`config.mk`:
```
export PLATFORM = sky130hd
export DESIGN_NAME = zero_regfile_flat
export DESIGN_NICKNAME = d
export VERILOG_FILES = /design/src/rtl/zero_regfile_pkg.sv /design/src/rtl/zero_regfile_if.sv /design/src/rtl/zero_regfile_rdport.sv /design/src/rtl/zero_regfile.sv /design/src/flat_wrapper.sv
export SDC_FILE = /design/constraint.sdc
export NUM_CORES = 1
export LEC_CHECK = 0
export BUFFER_PORTS_ARGS = -buffer_cell sky130_fd_sc_hd__buf_2
export CORE_UTILIZATION = 45
export DETAILED_ROUTE_END_ITERATION = 12
export SYNTH_ARGS = -nofsm -noshare
export SYNTH_HDL_FRONTEND = slang
export SYNTH_HIERARCHICAL = 1
export SYNTH_SLANG_ARGS = --single-unit
```
`constraint.sdc`:
```
create_clock -name clk_i -period 1.5 [get_ports clk_i]
set_input_delay 0 -clock clk_i [delete_from_list [all_inputs] [get_ports clk_i]]
set_output_delay 0 -clock clk_i [all_outputs]
set_load 0.01 [all_outputs]
```
`src/rtl/zero_regfile_pkg.sv`:
```
// Shared constants and helpers for the zero_regfile register file.
// Optional write bypass is selected by the macro ZERO_REGFILE_WR_BYPASS_EN.
package zero_regfile_pkg;

  localparam int DEF_SIZE   = 8;
  localparam int DEF_DEPTH  = 8;
  localparam int DEF_NUM_RD = 2;

  // Architectural zero register address
  localparam int ZERO_ADDR = 0;

  // Low bit of port p's field in a packed multi-port bus of the given field width
  function automatic int unsigned slice_lo(input int unsigned port, input int unsigned width);
    return port * width;
  endfunction

endpackage

```
`src/rtl/zero_regfile_if.sv`:
```
// Write/read bus of the zero_regfile: one write port, NUM_RD packed read ports.
interface zero_regfile_if #(
  parameter int SIZE   = zero_regfile_pkg::DEF_SIZE,
  parameter int DEPTH  = zero_regfile_pkg::DEF_DEPTH,
  parameter int NUM_RD = zero_regfile_pkg::DEF_NUM_RD
);
  localparam int ADDR_W = $clog2(DEPTH);

  logic                     wr_en_i;
  logic [ADDR_W-1:0]        wr_addr_i;
  logic [SIZE-1:0]          din_i;
  logic [NUM_RD-1:0]        rd_en_i;
  logic [NUM_RD*ADDR_W-1:0] rd_addr_i;
  logic [NUM_RD*SIZE-1:0]   dout_o;
  logic [NUM_RD-1:0]        rd_vld_o;

  modport master (
    output wr_en_i, wr_addr_i, din_i, rd_en_i, rd_addr_i,
    input  dout_o, rd_vld_o
  );

  modport slave (
    input  wr_en_i, wr_addr_i, din_i, rd_en_i, rd_addr_i,
    output dout_o, rd_vld_o
  );
endinterface

```
`src/rtl/zero_regfile_rdport.sv`:
```
// One registered read port: zero-address forcing, optional write bypass, hold and valid.
// Bypass is enabled by the macro ZERO_REGFILE_WR_BYPASS_EN.
module zero_regfile_rdport
  import zero_regfile_pkg::*;
#(
  parameter int SIZE   = DEF_SIZE,
  parameter int ADDR_W = 3
) (
  input  logic              clk_i,
  input  logic              rst_n_i,
  input  logic              rd_en,
  input  logic [ADDR_W-1:0] rd_addr,
  input  logic              wr_en,
  input  logic [ADDR_W-1:0] wr_addr,
  input  logic [SIZE-1:0]   wr_data,
  input  logic [SIZE-1:0]   entry,
  output logic [SIZE-1:0]   dout,
  output logic              vld
);

`ifdef ZERO_REGFILE_WR_BYPASS_EN
  localparam bit BYPASS = 1'b1;
`else
  localparam bit BYPASS = 1'b0;
`endif

  logic            is_zero;
  logic            wr_hit;
  logic [SIZE-1:0] rd_next;

  assign is_zero = (rd_addr == ADDR_W'(ZERO_ADDR));
  assign wr_hit  = BYPASS && wr_en && (wr_addr == rd_addr);

  // Address 0 wins over the bypass so the zero register never sees write data
  assign rd_next = is_zero ? '0 : (wr_hit ? wr_data : entry);

  // NOTE: sequential state uses non-blocking assignments so every flop samples pre-edge values.
  always_ff @(posedge clk_i or negedge rst_n_i) begin
    if (!rst_n_i) begin
      dout <= '0;
      vld  <= 1'b0;
    end else begin
      vld <= rd_en;
      if (rd_en) dout <= rd_next;
    end
  end

endmodule

```
`src/rtl/zero_regfile.sv`:
```
// Register file with entry 0 hardwired to zero, one write port and NUM_RD registered read ports.
// Build option: ZERO_REGFILE_WR_BYPASS_EN selects write-before-read on same-address access.
module zero_regfile
  import zero_regfile_pkg::*;
#(
  parameter int SIZE   = DEF_SIZE,
  parameter int DEPTH  = DEF_DEPTH,
  parameter int NUM_RD = DEF_NUM_RD
) (
  input  logic         clk_i,
  input  logic         rst_n_i,
  zero_regfile_if.slave bus
);

  localparam int ADDR_W = $clog2(DEPTH);

  // Entry 0 has no storage; the array starts at 1
  logic [SIZE-1:0] mem [1:DEPTH-1];
  logic [SIZE-1:0] rd_entry [NUM_RD];
  logic [SIZE-1:0] dout_q [NUM_RD];
  logic [NUM_RD-1:0] vld_q;

  // NOTE: the storage is reset explicitly because the CPU relies on a known all-zero file after reset.
  always_ff @(posedge clk_i or negedge rst_n_i) begin
    if (!rst_n_i) begin
      for (int i = 1; i < DEPTH; i++) mem[i] <= '0;
    end else begin
      for (int i = 1; i < DEPTH; i++) begin
        if (bus.wr_en_i && (bus.wr_addr_i == ADDR_W'(i))) mem[i] <= bus.din_i;
      end
    end
  end

  // NOTE: each read result gets a default before the decode so no latch is inferred.
  always_comb begin
    for (int p = 0; p < NUM_RD; p++) begin
      rd_entry[p] = '0;
      for (int i = 1; i < DEPTH; i++) begin
        if (bus.rd_addr_i[slice_lo(p, ADDR_W) +: ADDR_W] == ADDR_W'(i)) rd_entry[p] = mem[i];
      end
    end
  end

  for (genvar p = 0; p < NUM_RD; p++) begin : g_rd
    zero_regfile_rdport #(
      .SIZE   (SIZE),
      .ADDR_W (ADDR_W)
    ) u_rdport (
      .clk_i   (clk_i),
      .rst_n_i (rst_n_i),
      .rd_en   (bus.rd_en_i[p]),
      .rd_addr (bus.rd_addr_i[slice_lo(p, ADDR_W) +: ADDR_W]),
      .wr_en   (bus.wr_en_i),
      .wr_addr (bus.wr_addr_i),
      .wr_data (bus.din_i),
      .entry   (rd_entry[p]),
      .dout    (dout_q[p]),
      .vld     (vld_q[p])
    );

    assign bus.dout_o[slice_lo(p, SIZE) +: SIZE] = dout_q[p];
  end

  assign bus.rd_vld_o = vld_q;

endmodule

```
`src/flat_wrapper.sv`:
```
// flat-port wrapper written by rule: the top's interface ports become plain ports
module zero_regfile_flat import zero_regfile_pkg::*;
#(
  parameter int SIZE   = DEF_SIZE,
  parameter int DEPTH  = DEF_DEPTH,
  parameter int NUM_RD = DEF_NUM_RD
)
  (clk_i, rst_n_i, bus_wr_en_i, bus_wr_addr_i, bus_din_i, bus_rd_en_i, bus_rd_addr_i, bus_dout_o, bus_rd_vld_o);
  zero_regfile_if #(.SIZE(SIZE), .DEPTH(DEPTH), .NUM_RD(NUM_RD)) bus_i ();
  input  logic clk_i;
  input  logic rst_n_i;
  input wire logic [$bits(bus_i.wr_en_i)-1:0] bus_wr_en_i;
  input wire logic [$bits(bus_i.wr_addr_i)-1:0] bus_wr_addr_i;
  input wire logic [$bits(bus_i.din_i)-1:0] bus_din_i;
  input wire logic [$bits(bus_i.rd_en_i)-1:0] bus_rd_en_i;
  input wire logic [$bits(bus_i.rd_addr_i)-1:0] bus_rd_addr_i;
  output wire logic [$bits(bus_i.dout_o)-1:0] bus_dout_o;
  output wire logic [$bits(bus_i.rd_vld_o)-1:0] bus_rd_vld_o;
  assign bus_i.wr_en_i = bus_wr_en_i;
  assign bus_i.wr_addr_i = bus_wr_addr_i;
  assign bus_i.din_i = bus_din_i;
  assign bus_i.rd_en_i = bus_rd_en_i;
  assign bus_i.rd_addr_i = bus_rd_addr_i;
  assign bus_dout_o = bus_i.dout_o;
  assign bus_rd_vld_o = bus_i.rd_vld_o;
  zero_regfile #(.SIZE(SIZE), .DEPTH(DEPTH), .NUM_RD(NUM_RD)) u_core (.clk_i(clk_i), .rst_n_i(rst_n_i), .bus(bus_i));
endmodule
```
==> results.yml, run 1 <==
pwr:
  power_w: 0.00575
  irDropWorstVdd_mv: 0.503
  power.density_nw_per_um2: 1240
  p_leak_nw: 2.09
sta:
  tightest_slew_ns: 0.479
  layout_min_cycle_time_ns: 1.35
  rsz0062_at_grt: "false"
  finalMaxSlewViolations: 0
  fin_crit_sh_pct: 90.3
  max_freq_mhz: 738
  slew_headroom_pct: 67.9
  clock-skew-final_ns: 0.00932
  finalSetupTns_ns: 0
  setup_slack_ns: 0.145
  setup_violations: 0
  hold_viol: 0
setup_path:
  required_ns: 1.72
  cpMostUsedCell: "nand2_1"
  r2r_cells: 5
  arrival_ns: 1.58
  critPathKind: "flip-flop to flip-flop"
  cpPeakStageDelay_ns: 0.48
  r2r_setup_slack_ns: 0.15
  cp-start-kind: "flip-flop"
  cp-end-kind: "flip-flop"
  reg2reg_to: "u_core/g_rd[0].u_rdport/dout[7]$_DFFE_PN0P_"
  crit_path_cell_trace: "mux4_2 > nand2_1 > o21ai_0 > nand2_1 > o22ai_1"
  worst-path-max-fanout: 3
  cp_num_buf_inv: 0
  r2r_start: "u_core/mem[7]$_DFFE_PN0P_"
  crit_slowest_cell: "mux4_2"
  cp_top_family: "multiplexers"
layout:
  final_nets: 430
  antenna-diode-count: 0
  layout-drive-gt1-share_pct: 36.6
  area_delta_synth_final_pct: 16.4
  n_fill_cell: 758
floorplanning:
  start_util_pct: 47.4
  die_x_um: 96
  die_area_um2: 9220
  die_h_um: 96
  fp-row-count: 33
  core-area_um2: 8380
  io_pins: 40
detailed_routing:
  wl_per_cell_um: 19.0
  wirelength_um: 9820
  drt_pass1_iterations: 4
  num_vias: 3005
  drt_iter0_drc: 162
  antenna_left: 0
  drc: 0
  viasPerCell: 5.80
logic_synthesis:
  synthesis.instances: 348
  synthXorXnorAreaFrac_pct: 0
  synthTopCellsByArea: "dfrtp_1, mux2_2, o22ai_1"
  synth_compound_area_share_pct: 14.7
  synthTopCellsByCount: "dfrtp_1, mux2_2, nand2_1"
  seq_area_frac_synth_pct: 46.6
  syn_nets: 370
  ys_warn_count: 6
  yosysTopAreaCell: "dfrtp_1"
  muxShareOfSynthArea_pct: 22.7
  synth_edf_count: 0
  synth.most_common_cell: "dfrtp_1"
  synth_top_family_by_area: "multiplexers"
  synthFlopType: "dfrtp_1"
  synth_top_area_share_pct: 46.6
  synth_cell_types: 35
  syn-cell-area_um2: 3980
  ys_ff_latch: 74
  synth_area_per_cell_um2: 11.4
  synth-simple-area-share_pct: 8.90
  synthArstFlopShare_pct: 100
  synthAdderAreaFrac_pct: 0
grt:
  grt-ovfl-total: 0
  antenna_found_initial: 0
  grt_max_degree: 75
  grt_pass1_wl_um: 15500
  grt_pass1_vias: 2816
  grt.total_usage_pct: 23.2
min_path:
  hold_path.startpoint: "bus_rd_addr_i[2]"
  holdPathEnd: "u_core/g_rd[0].u_rdport/dout[1]$_DFFE_PN0P_"
  hold_class: "primary input to flip-flop"
  hold_depth: 3
clock_network:
  cts_max_path_buffers: 2
  root_buffer: "clkbuf_8"
  cts_resized: 0
  insertion_delay_ns: 0.36
  tritoncts: "built"
  cts_made_buffers: 9
  cts.sinks: 74
  cts.htree.levels: 3
  clkTransAtPathRegs_ns: 0.08
placed_design:
  pre_cts_slack_ns: 0.0643
  portBuffers: 39
  gp_congestion: 0.803
  hpwlAfterDp_um: 6600
flow_run:
  drv_cap: 0
status:
  status: "complete, no violations"
[per-stage QoR]
stage               cells  instance area (µm²)  hold WS, ns  utilization (%)
floorplan             348                 3980       -0.296                -
global placement      491                 4300       0.0608             51.3
detailed placement    491                 4300       0.0688             51.3
CTS                   518                 4630        0.126             55.2
global route          518                 4630        0.163             55.2
finish                518                 4630        0.133             55.2
[timing repair]
action                    in CTS  in global routing
buffers inserted               0                  0
hold endpoints to repair     132                  0
hold buffers                  11                  0
[how the worst max path moves through the flow]
stage	startpoint	to	slack [ns]	depth (start not counted)
floorplan	u_core/mem[15]$_DFFE_PN0P_	u_core/g_rd[0].u_rdport/dout[7]$_DFFE_PN0P_	0.30	5
global placement	bus_rd_addr_i[4]	u_core/g_rd[1].u_rdport/dout[1]$_DFFE_PN0P_	0.08	7
detailed placement	bus_rd_addr_i[4]	u_core/g_rd[1].u_rdport/dout[1]$_DFFE_PN0P_	0.06	7
CTS	u_core/mem[14]$_DFFE_PN0P_	u_core/g_rd[1].u_rdport/dout[6]$_DFFE_PN0P_	0.17	5
global route	u_core/mem[14]$_DFFE_PN0P_	u_core/g_rd[1].u_rdport/dout[6]$_DFFE_PN0P_	0.07	5
finish	u_core/mem[7]$_DFFE_PN0P_	u_core/g_rd[0].u_rdport/dout[7]$_DFFE_PN0P_	0.15	5
[placed cells by master (no fill, tap or decap), types with 2 or more instances in the layout]
cell and instances:
o211ai_1 3, nand4b_2 3, buf_2 39, o32ai_1 2, inv_1 23, mux2i_1 13
clkbuf_8 13, dfrtp_1 74, o2bb2ai_1 2, nand3_1 2, mux2_2 62, clkbuf_1 2
a22o_1 10, and4bb_1 2, o221ai_1 8, nor3_4 3, dlygate4sd3_1 11, nor2_1 4
o22ai_1 24, mux2_4 2, o21ai_0 8, a21oi_1 15, buf_4 23, a22oi_1 12
nand2b_1 4, mux4_2 2, nor2b_1 5, nand2_1 34
[routing by layer]
metal | GRT usage (%) | part of all wire (%) | vias to the layer above
met5 | 0 | 0 | -
met1 | 33.3 | 48 | 1485
li1 | - | - | 1398
met2 | 33.9 | 44 | 108
met4 | 9.08 | 1.6 | 0
met3 | 5.37 | 6.8 | 14
[registers in the layout, indices dropped and copies added, names as in the netlist]
register,count
u_core/mem,56
u_core/g_rd.u_rdport/dout,16
u_core/g_rd.u_rdport/vld,2
[power by group]
group          switching, W  internal (W)  total [W]
registers          0.000336       0.00241    0.00274
logic              0.000596      0.000710    0.00131
clock network      0.000745      0.000953    0.00170
[layout make-up]
cell class,count,area (µm²),share of cell area [%]
Inverter,24,90.1,1.95
Sequential cell,74,1850,40.0
Tap cell,105,131,2.84
Clock inverter,1,30.0,0.649
Clock buffer,15,186,4.03
Multi-Input combinational cell,225,1840,39.8
Timing Repair Buffer,74,498,10.8
[kinds of logic (layout without fill, tap and decap cells)]
logic type	Yosys count	after routing
flops	74	74
buf+inv	49	114
simple gates	60	60
mux	79	79
compound gates	86	86
[worst reg2reg max path: cells and delay by family (launching register included)]
| kind | cells | cell delay, ns |
|---|---|---|
| AO/OA/AOI/OAI | 2 | 0.17 |
| AND/OR/NAND/NOR | 2 | 0.16 |
| multiplexers | 1 | 0.48 |
| flip-flops | 1 | 0.41 |
Note: power is estimated with default switching activity, not from simulation.
==> inputs of run 2 (changes only) <==
==> constraint.sdc (replaced) <==
create_clock -name clk_i -period 1.75 [get_ports clk_i]
set_input_delay 0 -clock clk_i [delete_from_list [all_inputs] [get_ports clk_i]]
set_output_delay 0 -clock clk_i [all_outputs]
set_load 0.01 [all_outputs]
==> results.yml, run 2 (synthesized netlist as in run 1, its figures left out) <==
setup_path:
  cpMostUsedCell: "nand2_1"
  reg2reg_to: "u_core/g_rd[1].u_rdport/dout[6]$_DFFE_PN0P_"
  worst-path-max-fanout: 3
  r2r_cells: 5
  crit_path_cell_trace: "mux4_2 > nand2_1 > o21ai_1 > nand2_1 > o22ai_1"
  cp-end-kind: "flip-flop"
  r2r_setup_slack_ns: 0.40
  r2r_start: "u_core/mem[14]$_DFFE_PN0P_"
  crit_path_start: "u_core/mem[14]$_DFFE_PN0P_"
  cpPeakStageDelay_ns: 0.46
  crit_slowest_cell: "mux4_2"
  critPathKind: "flip-flop to flip-flop"
  cp-start-kind: "flip-flop"
  required_ns: 1.96
  arrival_ns: 1.56
clock_network:
  cts_setup_buffers: 0
  clkTransAtPathRegs_ns: 0.08
  tritoncts: "built"
  insertion_delay_ns: 0.35
  cts.sinks: 74
  cts_max_path_buffers: 2
  cts_made_buffers: 9
  root_buffer: "clkbuf_8"
  cts_resized: 0
  cts.htree.levels: 3
sta:
  setup_violations: 0
  tightest_slew_ns: 0.582
  finalMaxSlewViolations: 0
  finalSetupTns_ns: 0
  fin_crit_sh_pct: 76.9
  rsz0062_at_grt: "false"
  setup_slack_ns: 0.404
  clock-skew-final_ns: 0.0119
  slew_headroom_pct: 61.2
  hold_viol: 0
  layout_min_cycle_time_ns: 1.35
  max_freq_mhz: 743
detailed_routing:
  antenna_left: 0
  wl_per_cell_um: 19.0
  drt_pass1_iterations: 4
  num_vias: 2926
  viasPerCell: 5.76
  drt_iter0_drc: 173
  drc: 0
  wirelength_um: 9640
floorplanning:
  die_area_um2: 9220
  die_h_um: 96
  core-area_um2: 8380
  fp-row-count: 33
  io_pins: 40
  start_util_pct: 47.4
  die_x_um: 96
status:
  status: "complete, no violations"
grt:
  grt_pass1_wl_um: 15500
  grtUsageMet2_pct: 33.8
  grt_util_met3_pct: 4.82
  grt_pass1_vias: 2840
  antenna_found_initial: 0
  grt_max_degree: 35
  top_usage_layer: "met1"
  grt.total_usage_pct: 23.0
  grt-ovfl-total: 0
  met1_usage_pct: 33.9
layout:
  mostFrequentLayoutCell: "dfrtp_1"
  multiInputGateArea_um2: 1840
  seq_area_um2: 1850
  final_cell_mix: "dfrtp_1, mux2_2, buf_2, nand2_1, o22ai_1"
  top_regs: "u_core/mem: 56 flops, u_core/g_rd.u_rdport/dout: 16 flops, u_core/g_rd.u_rdport/vld: 2 flops"
  antenna-diode-count: 0
  post-route-util_pct: 54.1
  area_delta_synth_final_pct: 14.0
  final_nets: 420
  top_register: "u_core/mem"
  n_fill_cell: 770
  largest_register_ffs: 56
  layout-drive-gt1-share_pct: 35.2
  post_layout_nonfiller_instances: 508
placed_design:
  pre_cts_slack_ns: 0.218
  portBuffers: 39
  gp_congestion: 0.824
  hpwlAfterDp_um: 6710
  place_inst: 481
min_path:
  holdPathEnd: "u_core/g_rd[0].u_rdport/dout[0]$_DFFE_PN0P_"
  hold_depth: 3
  hold_class: "primary input to flip-flop"
  hold_path.startpoint: "bus_rd_addr_i[2]"
pwr:
  p_leak_nw: 2.03
  power.density_nw_per_um2: 1060
  irDropWorstVdd_mv: 0.408
  power_w: 0.00479
flow_run:
  drv_cap: 0
-- run 2: how the worst max path moves through the flow --
stage                     slack, ns                                          end  cells past startpoint
after floorplan                0.55  u_core/g_rd[0].u_rdport/dout[7]$_DFFE_PN0P_                      5
after global placement         0.30  u_core/g_rd[1].u_rdport/dout[5]$_DFFE_PN0P_                      7
after detailed placement       0.22  u_core/g_rd[0].u_rdport/dout[1]$_DFFE_PN0P_                      6
after CTS                      0.42  u_core/g_rd[1].u_rdport/dout[6]$_DFFE_PN0P_                      5
after global routing           0.36  u_core/g_rd[0].u_rdport/dout[1]$_DFFE_PN0P_                      6
final                          0.40  u_core/g_rd[1].u_rdport/dout[6]$_DFFE_PN0P_                      5
-- run 2: metal layers --
layer / wire length [µm] / up-vias / part of all wire [%]
li1: - / 1376 / -
met1: 4740 / 1469 / 49
met2: 4270 / 72 / 44
met3: 517 / 9 / 5.4
met4: 110 / 0 / 1.1
met5: 0 / - / 0
-- run 2: final cells by class --
cell class                 count  area share, %
sequential                    74           40.9
multi-input combinational    225           40.6
timing repair buffer          64           9.33
clock buffer                  11           3.12
tap                          105           2.90
inverter                      24           1.99
clock inverter                 5           1.19
-- run 2: power by group --
group / switching, W / internal [W] / total [W]
registers: 0.000284 / 0.00206 / 0.00235
logic: 0.000516 / 0.000596 / 0.00111
clock network: 0.000636 / 0.000694 / 0.00133
total: 0.00144 / 0.00335 / 0.00479
-- run 2: what timing repair did --
action                                  CTS  global route
endpoints found under the setup margin    0             0
hold buffers                             11             0
hold endpoints to repair                 79             0
-- run 2: critical path, delay by kind of cell (launching register included) --
kind	cells	cell delay, ns
AO/OA/AOI/OAI	2	0.17
flip-flops	1	0.41
multiplexers	1	0.46
AND/OR/NAND/NOR	2	0.17
-- run 2: through the flow --
step / hold WS [ns] / cell area [µm²]
global route: 0.123 / 4530
finish: 0.113 / 4530
CTS: 0.103 / 4530
floorplan: -0.296 / 3980
detailed placement: 0.0245 / 4230
global placement: 0.0275 / 4230
